$ cat src/rtl/multi_input_conditioner_pkg.sv
// Shared constants for the input-conditioner family. The SPI top level uses
// these so that every conditioner instance agrees on its timing.
package multi_input_conditioner_pkg;

   // Flop depth of the synchroniser chain on each raw pin.
   localparam int DEFAULT_SYNC_STAGES = 2;

   // Extra consecutive stable cycles a new level must hold before it is accepted.
   localparam int DEFAULT_WAIT_TIME   = 3;

endpackage : multi_input_conditioner_pkg

$ cat src/rtl/conditioner_channel.sv
// One conditioned input: a synchroniser chain, a debounce stability counter,
// and registered single-cycle rising/falling edge pulses.
module conditioner_channel
   import multi_input_conditioner_pkg::*;
#(
   parameter int   SYNC_STAGES = DEFAULT_SYNC_STAGES,
   parameter int   WAIT_TIME   = DEFAULT_WAIT_TIME,
   parameter logic RESET_VAL   = 1'b0
) (
   input  logic clk,
   input  logic reset,
   input  logic noisy,
   output logic conditioned,
   output logic pos_edge,
   output logic neg_edge,
   output logic pos_edge_next,
   output logic neg_edge_next
);

   localparam int               CNT_W    = $clog2(WAIT_TIME + 1);
   localparam logic [CNT_W-1:0] WAIT_CNT = CNT_W'(WAIT_TIME);

   logic [SYNC_STAGES-1:0] sync_q, sync_d;
   logic [CNT_W-1:0]       cnt_q, cnt_d;
   logic                   cond_q, cond_d;
   logic                   pos_q, pos_d;
   logic                   neg_q, neg_d;
   logic                   s;

   // The synchronised level is the output of the last chain flop only.
   assign s = sync_q[SYNC_STAGES-1];

   // Next-state: shift the chain, then debounce the synchronised level.
   always_comb begin
      // NOTE: every variable gets a default first so no path leaves one unassigned (no latch).
      sync_d = {sync_q[SYNC_STAGES-2:0], noisy};
      cond_d = cond_q;
      cnt_d  = '0;
      pos_d  = 1'b0;
      neg_d  = 1'b0;
      if (s != cond_q) begin
         if (cnt_q == WAIT_CNT) begin
            cond_d = s;
            pos_d  = s;
            neg_d  = ~s;
         end else begin
            cnt_d = cnt_q + 1'b1;
         end
      end
   end

   // State registers; reset drops any debounce in progress.
   always_ff @(posedge clk or posedge reset) begin
      // NOTE: non-blocking here so every flop samples the pre-edge values of the others.
      if (reset) begin
         sync_q <= {SYNC_STAGES{RESET_VAL}};
         cnt_q  <= '0;
         cond_q <= RESET_VAL;
         pos_q  <= 1'b0;
         neg_q  <= 1'b0;
      end else begin
         sync_q <= sync_d;
         cnt_q  <= cnt_d;
         cond_q <= cond_d;
         pos_q  <= pos_d;
         neg_q  <= neg_d;
      end
   end

   assign conditioned   = cond_q;
   assign pos_edge      = pos_q;
   assign neg_edge      = neg_q;
   assign pos_edge_next = pos_d;
   assign neg_edge_next = neg_d;

endmodule : conditioner_channel

$ cat src/rtl/multi_input_conditioner.sv
// N independent conditioned inputs in one clock domain, plus a registered
// "any edge this cycle" flag aligned with the per-channel edge pulses.
module multi_input_conditioner
   import multi_input_conditioner_pkg::*;
#(
   parameter int                  CHANNELS    = 4,
   parameter int                  SYNC_STAGES = DEFAULT_SYNC_STAGES,
   parameter int                  WAIT_TIME   = DEFAULT_WAIT_TIME,
   parameter logic [CHANNELS-1:0] RESET_LEVEL = '0
) (
   input  logic                clk,
   input  logic                reset,
   input  logic [CHANNELS-1:0] noisysignal,
   output logic [CHANNELS-1:0] conditioned,
   output logic [CHANNELS-1:0] positiveedge,
   output logic [CHANNELS-1:0] negativeedge,
   output logic                anyedge
);

   if (SYNC_STAGES < 2) begin : g_bad_sync
      $error("multi_input_conditioner: SYNC_STAGES must be >= 2");
   end
   if (WAIT_TIME < 1) begin : g_bad_wait
      $error("multi_input_conditioner: WAIT_TIME must be >= 1");
   end

   logic [CHANNELS-1:0] pos_next;
   logic [CHANNELS-1:0] neg_next;
   logic                anyedge_q, anyedge_d;

   for (genvar i = 0; i < CHANNELS; i++) begin : g_ch
      conditioner_channel #(
         .SYNC_STAGES (SYNC_STAGES),
         .WAIT_TIME   (WAIT_TIME),
         .RESET_VAL   (RESET_LEVEL[i])
      ) u_ch (
         .clk           (clk),
         .reset         (reset),
         .noisy         (noisysignal[i]),
         .conditioned   (conditioned[i]),
         .pos_edge      (positiveedge[i]),
         .neg_edge      (negativeedge[i]),
         .pos_edge_next (pos_next[i]),
         .neg_edge_next (neg_next[i])
      );
   end

   // Built from next-state edges so the flag lands in the same cycle as the pulses.
   always_comb begin
      anyedge_d = |(pos_next | neg_next);
   end

   // Register the combined edge flag.
   always_ff @(posedge clk or posedge reset) begin
      if (reset) anyedge_q <= 1'b0;
      else       anyedge_q <= anyedge_d;
   end

   assign anyedge = anyedge_q;

endmodule : multi_input_conditioner

$ cat config.mk
export PLATFORM = sky130hd
export DESIGN_NAME = multi_input_conditioner
export DESIGN_NICKNAME = d
export VERILOG_FILES = /design/src/rtl/multi_input_conditioner_pkg.sv /design/src/rtl/conditioner_channel.sv /design/src/rtl/multi_input_conditioner.sv
export SDC_FILE = /design/constraint.sdc
export NUM_CORES = 1
export LEC_CHECK = 0
export ABC_AREA = 1
export CORE_AREA = 2 2 59 61
export DETAILED_ROUTE_END_ITERATION = 6
export DIE_AREA = 0 0 61 63
export PLACE_DENSITY = 0.62
export SETUP_SLACK_MARGIN = 0.4
export SLEW_MARGIN = 20
export SYNTH_ARGS = -nofsm -noshare
export SYNTH_HDL_FRONTEND = slang
export SYNTH_HIERARCHICAL = 1
export SYNTH_SLANG_ARGS = --single-unit
$ cat constraint.sdc
create_clock -name clk -period 0.94 [get_ports clk]
set_input_delay 0.141 -clock clk [delete_from_list [all_inputs] [get_ports clk]]
set_output_delay 0.141 -clock clk [all_outputs]
set_load 0.02 [all_outputs]
==> results of run 1 <==
-- synth_stat cells, drive strengths merged --
master | count | share of area (%)
inv | 33 | 11
dfrtp | 29 | 67
nand2 | 21 | 8.2
nor2 | 10 | 3.5
a21oi | 8 | 3.7
ha | 4 | 4.6
o21ai | 4 | 1.8
-- critical path, stage by stage, from the launching register on --
cell and delay, ns:
sky130_fd_sc_hd__dfrtp_2 0.42, sky130_fd_sc_hd__buf_6 0.13, sky130_fd_sc_hd__inv_4 0.06, sky130_fd_sc_hd__nand2_4 0.06, sky130_fd_sc_hd__nor2_4 0.13, sky130_fd_sc_hd__inv_1 0.05, sky130_fd_sc_hd__nand2_1 0.07, sky130_fd_sc_hd__nor2_1 0.04
sky130_fd_sc_hd__nand2_1 0.06
-- report_power, final --
part / switching, mW / leakage [nW] / internal [mW]
combinational: 0.995 / 0.524 / 1.08
clock: 0.379 / 0.0265 / 0.297
sequential: 0.184 / 0.367 / 1.52
-- metal layers --
layer | track usage, % | vias to the layer above | wire length (microns)
met2 | 20.6 | 18 | 1200
li1 | - | 417 | -
met3 | 5.59 | 5 | 104
met5 | 0 | - | 0
met1 | 13.0 | 397 | 823
met4 | 5.71 | 0 | 44
-- how the worst max path moves through the flow --
stage	start	endpoint	slack, ns	cells after the start
after floorplan	g_ch[2].u_ch/cnt_q[0]	anyedge	-0.02	7
after global placement	g_ch[0].u_ch/conditioned	conditioned[0]	-0.13	1
after detailed placement	g_ch[0].u_ch/conditioned	anyedge	-0.13	8
after CTS	g_ch[0].u_ch/cnt_q[0]	anyedge	-0.10	7
after global routing	g_ch[0].u_ch/conditioned	anyedge	-0.21	8
final	g_ch[0].u_ch/conditioned	anyedge	-0.16	8
-- metrics by stage --
step,setup slack (ns),total power [mW],utilization [%],TNS (ns)
2_1_floorplan,-0.0248,2.40,-,-0.0248
3_3_place_gp,-0.132,2.99,46.0,-1.48
3_5_place_dp,-0.134,3.06,46.0,-1.65
4_1_cts,-0.104,4.13,52.3,-1.12
5_1_grt,-0.205,4.79,56.7,-2.02
6_report,-0.155,4.46,56.7,-0.908
-- cell type report --
class	count	share of cell area (%)
Clock buffer	8	2.66
Inverter	33	7.58
Multi-Input combinational cell	47	22.1
Sequential cell	29	39.9
Tap cell	46	3.14
Timing Repair Buffer	43	24.7
-- cell families (layout without fill, tap and decap cells) --
group | after synthesis | after routing | synth area share [%]
flops | 29 | 29 | 66.8
buf+inv | 33 | 84 | 11.4
fa+ha+maj | 4 | 4 | 4.61
simple gates | 31 | 31 | 11.6
compound gates | 12 | 12 | 5.53
-- sequential cells by signal (all words and copies together) (netlist names) --
signal	flops
g_ch.u_ch/sync_q	8
anyedge	1
g_ch.u_ch/neg_edge	4
g_ch.u_ch/cnt_q	8
g_ch.u_ch/pos_edge	4
g_ch.u_ch/conditioned	4
-- repair_timing --
| item | 4_1_cts | 5_1_grt |
|---|---|---|
| buffers inserted | 6 | 3 |
| pin swaps | 9 | 8 |
| resized for setup | 109 | 32 |
| cloned | 0 | 0 |
| endpoints found under the setup margin | 34 | 34 |
==> impl_metrics.csv, run 1 <==
group,metric,value,unit
clocking,clk_root_buffer_cell,"sky130_fd_sc_hd__clkbuf_4",
finish,layout.nets,169,
synthesis,synth_cell_types,8,
finish,n_antenna_cell,0,
critical_path,cp_max_fo,3,
timing,timing_worst_slew_pin_value,0.281,ns
placement,gp_congestion,0.722,
clocking,tritoncts.num_buffers,5,
clocking,number_of_levels_the_h_tree_was_split_into,2,
routing,detail_route.vias_per_cell,4.06,
grt,antenna_found_initial,0,
clocking,clock_tree.buffer_depth,2,
placement,placedCellCount,189,
critical_path,worst_ep_required_time,1.19,ns
clocking,number_of_hold_buffers_added_after_cts,0,
floorplanning,die-width,61,microns
min_path,hp_class,"input port to asynchronous set/reset pin",
timing,final.period_utilization,117,%
job,timing.max_cap.violations,0,
critical_path,worst-r2r-cell-count,8,
timing,final-setup-viol-count,19,
floorplanning,rows,21,
outcome,outcome,"complete, but fails checks",
finish,finalNonFillerCells,206,
synthesis,postSynthAreaPerCell,9.96,sq um
finish,final_cell_area,1830,sq um
critical_path,worst_setup_path_start_kind,"flip-flop",
critical_path,worstPathArrival,1.35,ns
placement,placedInstanceArea,1490,sq um
synthesis,ys_seq_area_share,66.8,%
finish,regArea,731,sq um
timing,finalClockSkew,0.00551,ns
routing,routed_wire_length_per_instance,10.5,microns
routing,drt_iter0_drc,16,
finish,syn2layout_area_growth,68.7,%
clocking,cts_tree,"yes",
timing,finalWorstSetupSlack,-0.155,ns
clocking,sinks_on_clock_net,29,
synthesis,synthesis.nets,119,
timing,min_period,1.10,ns
timing,hold-worst-slack,0.0910,ns
routing,first_pass_iters,3,
routing,route.vias.total,837,
critical_path,regToRegSetupSlack,-0.16,ns
synthesis,postSynthCellCount,109,
finish,share_of_post_route_cells_with_drive_strength_above_1,58.8,%
grt,grt_usage,12.4,%
clocking,worst_setup_hold_path_clk_slew,0.08,ns
outcome,violated_checks,"setup timing",
timing,final-max-slew-violation-count,0,
clocking,insertion_delay,0.32,ns
grt,grt_first_pass_wirelength,3390,microns
synthesis,synth-warning-count,6,
synthesis,synth.ff_latch_count,29,
floorplanning,placeableCoreArea,3230,sq um
placement,buffer_ports.inserted,18,
finish,multiInputGateArea,404,sq um
synthesis,syn-cell-area,1090,sq um
power_and_ir_drop,leakage,0.917,nW
floorplanning,start_util,33.6,%
routing,postRouteAntennaNets,0,
finish,layout.cells.most_common_list,"sky130_fd_sc_hd__buf_6, sky130_fd_sc_hd__dfrtp_1, sky130_fd_sc_hd__inv_1",
routing,routed_wirelength,2170,microns
critical_path,start_to_end_type_of_the_worst_setup_path,"flip-flop to flip-flop",
grt,grt_overflow_total,0,
critical_path,crit-reg2reg-capture,"anyedge",
grt,first_global_vias,808,
finish,layout_commonest_cell,"sky130_fd_sc_hd__buf_6",
placement,dp_hpwl,1390,microns
floorplanning,ioPinCount,19,
critical_path,end_kind,"flip-flop",
timing,timing_hold_violations_final,0,
timing,maxSlewHeadroom,81.3,%
critical_path,worstReg2RegStart,"g_ch[0].u_ch/conditioned",
floorplanning,die_y,63,microns
floorplanning,dieArea,3840,sq um
power_and_ir_drop,power_density,2440,nW/um^2
timing,grt_setup_unrepaired,"yes",
power_and_ir_drop,irDropWorstVdd,1.06,mV
finish,fill_cells,284,
grt,grt_max_degree,9,
timing,maxClockFrequency,913,MHz
routing,drc,0,
(Power assumes the default switching activity.)
==> run 2, diff against run 1 <==
- PLACE_DENSITY: 0.62 -> unset
- PLACE_DENSITY_LB_ADDON: unset -> 0.3
- clock period: 0.94 -> 1.2 ns (I/O delays scaled with it)
==> impl_metrics.csv, run 2 (synthesis gave the netlist of run 1 again) <==
group,metric,value,unit
timing,final-max-slew-violation-count,0,
job,timing.max_cap.violations,0,
critical_path,path_buf_inv,2,
critical_path,start_to_end_type_of_the_worst_setup_path,"flip-flop to flip-flop",
routing,detail_route.vias_per_cell,4.14,
grt,grt_max_degree,9,
routing,drt_iter0_drc,20,
timing,finalWorstSetupSlack,0.114,ns
critical_path,end_kind,"flip-flop",
timing,maxSlewHeadroom,81.4,%
finish,syn2layout_area_growth,61.3,%
clocking,cts_tree,"yes",
clocking,tritoncts.num_buffers,5,
grt,grt_first_pass_wirelength,3460,microns
power_and_ir_drop,swShare,35.2,%
power_and_ir_drop,leakage,0.862,nW
placement,placedCellCount,173,
timing,timing_hold_violations_final,0,
finish,layout.cells.most_common_list,"sky130_fd_sc_hd__dfrtp_1, sky130_fd_sc_hd__inv_1, sky130_fd_sc_hd__buf_6",
finish,layout_commonest_cell,"sky130_fd_sc_hd__dfrtp_1",
routing,drc,0,
power_and_ir_drop,netSwitchingPower,1.18,mW
clocking,worst_setup_hold_path_clk_slew,0.08,ns
critical_path,cell_chain_of_the_critical_path,"ha_4 -> inv_4 -> nor2_4 -> inv_2 -> nand2_2 -> nor2_2 -> nand2_1",
outcome,outcome,"finished clean",
placement,buffer_ports.inserted,18,
timing,timing_worst_slew_pin_value,0.278,ns
power_and_ir_drop,internal-power,2.17,mW
routing,postRouteAntennaNets,0,
clocking,insertion_delay,0.33,ns
critical_path,critPathTopFamily,"flip-flops",
grt,first_global_vias,807,
power_and_ir_drop,power_density,1910,nW/um^2
power_and_ir_drop,irDropWorstVdd,0.909,mV
timing,final.period_utilization,90.5,%
floorplanning,rows,21,
placement,dp_slack,0.0625,ns
floorplanning,placeableCoreArea,3230,sq um
finish,largest_registers,"g_ch.u_ch/cnt_q (8), g_ch.u_ch/sync_q (8)",
critical_path,worstPathArrival,1.31,ns
clocking,number_of_levels_the_h_tree_was_split_into,2,
floorplanning,ioPinCount,19,
placement,gp_congestion,0.761,
critical_path,critical_path.slowest_cell,"sky130_fd_sc_hd__dfrtp_1",
power_and_ir_drop,clockPowerShare,17.5,%
critical_path,cpPeakStageDelay,0.42,ns
timing,grt_setup_unrepaired,"yes",
routing,route.vias.total,816,
placement,dp_hpwl,1180,microns
floorplanning,start_util,33.6,%
min_path,hp_class,"input port to asynchronous set/reset pin",
timing,maxClockFrequency,921,MHz
grt,grt_overflow_total,0,
finish,share_of_post_route_cells_with_drive_strength_above_1,58.3,%
timing,min_period,1.09,ns
critical_path,worst_ep_required_time,1.43,ns
grt,antenna_found_initial,0,
clocking,clock_tree.buffer_depth,2,
clocking,sinks_on_clock_net,29,
routing,routed_wire_length_per_instance,11.1,microns
critical_path,worst_setup_path_start_kind,"flip-flop",
finish,layout.nets,161,
timing,finalClockSkew,0.00584,ns
finish,n_antenna_cell,0,
critical_path,cp_max_fo,3,
clocking,clk_root_buffer_cell,"sky130_fd_sc_hd__clkbuf_4",
timing,final-setup-viol-count,0,
timing,setup-tns-final,0,ns
routing,routed_wirelength,2190,microns
routing,first_pass_iters,4,
floorplanning,dieArea,3840,sq um
floorplanning,die-width,61,microns
power_and_ir_drop,sequentialPowerShare,41.0,%
power_and_ir_drop,part_of_the_power_in_combinational_logic,41.4,%
floorplanning,die_y,63,microns
clocking,number_of_hold_buffers_added_after_cts,0,
finish,finalNonFillerCells,197,
grt,grt_usage,12.9,%
run 2: cell types whose count changed in the layout (fill, tap and decap cells not counted), moves of 2 or more:
cell and change:
sky130_fd_sc_hd__buf_6 -9, sky130_fd_sc_hd__clkbuf_1 -2, sky130_fd_sc_hd__ha_2 -2, sky130_fd_sc_hd__ha_4 +2, sky130_fd_sc_hd__inv_2 +3, sky130_fd_sc_hd__inv_4 -2
sky130_fd_sc_hd__nand2_2 +5, sky130_fd_sc_hd__nand2_4 -4, sky130_fd_sc_hd__nor2_2 -2, sky130_fd_sc_hd__nor2_4 +3
run 2: power by group through the flow:
stage | Sequential, mW | Clock [mW] | Combinational [mW]
final | 1.37 | 0.586 | 1.38
after global routing | 1.40 | 0.667 | 1.52
after CTS | 1.36 | 0.619 | 1.23
after detailed placement | 1.35 | 0 | 0.799
after global placement | 1.34 | 0 | 0.772
after floorplan | 1.46 | 0 | 0.388
run 2: metrics by stage:
step	cell area, sq um	hold WS, ns	power (mW)	util [%]
after detailed placement	1360	0.336	2.15	42.0
after global placement	1360	0.333	2.11	42.0
after global routing	1750	0.113	3.59	54.2
after floorplan	1120	-0.0913	1.84	-
final	1750	0.109	3.34	54.2
after CTS	1650	0.102	3.21	50.9
run 2: final timing paths:
| kind | from | to | slack, ns | cells past startpoint |
|---|---|---|---|---|
| setup / recovery | g_ch[3].u_ch/cnt_q[1] | anyedge | 0.11 | 7 |
| hold / removal | reset | anyedge | 0.11 | 2 |
| setup reg to reg | g_ch[3].u_ch/cnt_q[1] | anyedge | 0.11 | 7 |
| hold reg to reg | g_ch[1].u_ch/sync_q[0] | g_ch[1].u_ch/sync_q[1] | 0.35 | 0 |
| max in group asynchronous | reset | g_ch[0].u_ch/conditioned | 0.74 | 2 |
| min in group clk | noisysignal[2] | g_ch[2].u_ch/sync_q[0] | 0.28 | 1 |
run 2: final cells by class:
class	count	area [sq um]
fill	296	1480
sequential	29	731
multi-input combinational	47	417
timing repair buffer	35	358
inverter	33	134
tap	46	57.6
clock buffer	7	55.1
run 2: worst reg2reg max path: cells and delay by family (launching register included):
kind                     cells  cell delay [ns]
adder cells (fa/ha/maj)      1             0.19
buffers and inverters        2             0.14
flip-flops                   1             0.42
AND/OR/NAND/NOR              4             0.25
run 2: layer usage:
metal | GRT usage (%) | routed length [microns] | vias to the layer above
met3 | 6.21 | 108 | 8
met4 | 6.52 | 64 | 0
met2 | 20.3 | 1220 | 19
met1 | 14.0 | 794 | 392
met5 | 0 | 0 | -
li1 | - | - | 397
run 2: repair_timing:
action / in CTS / in global routing
endpoints found under the setup margin: 34 / 34
setup buffers: 11 / 6
gates cloned: 0 / 0
pin swaps: 10 / 10
gates resized for setup: 121 / 21
==> run 3, diff against run 2 <==
- CTS_CLUSTER_SIZE: unset -> 12
- SKIP_LAST_GASP: unset -> 1
==> results of run 3 <==
The final DEF is identical to that of run 2; final timing and power are the same.
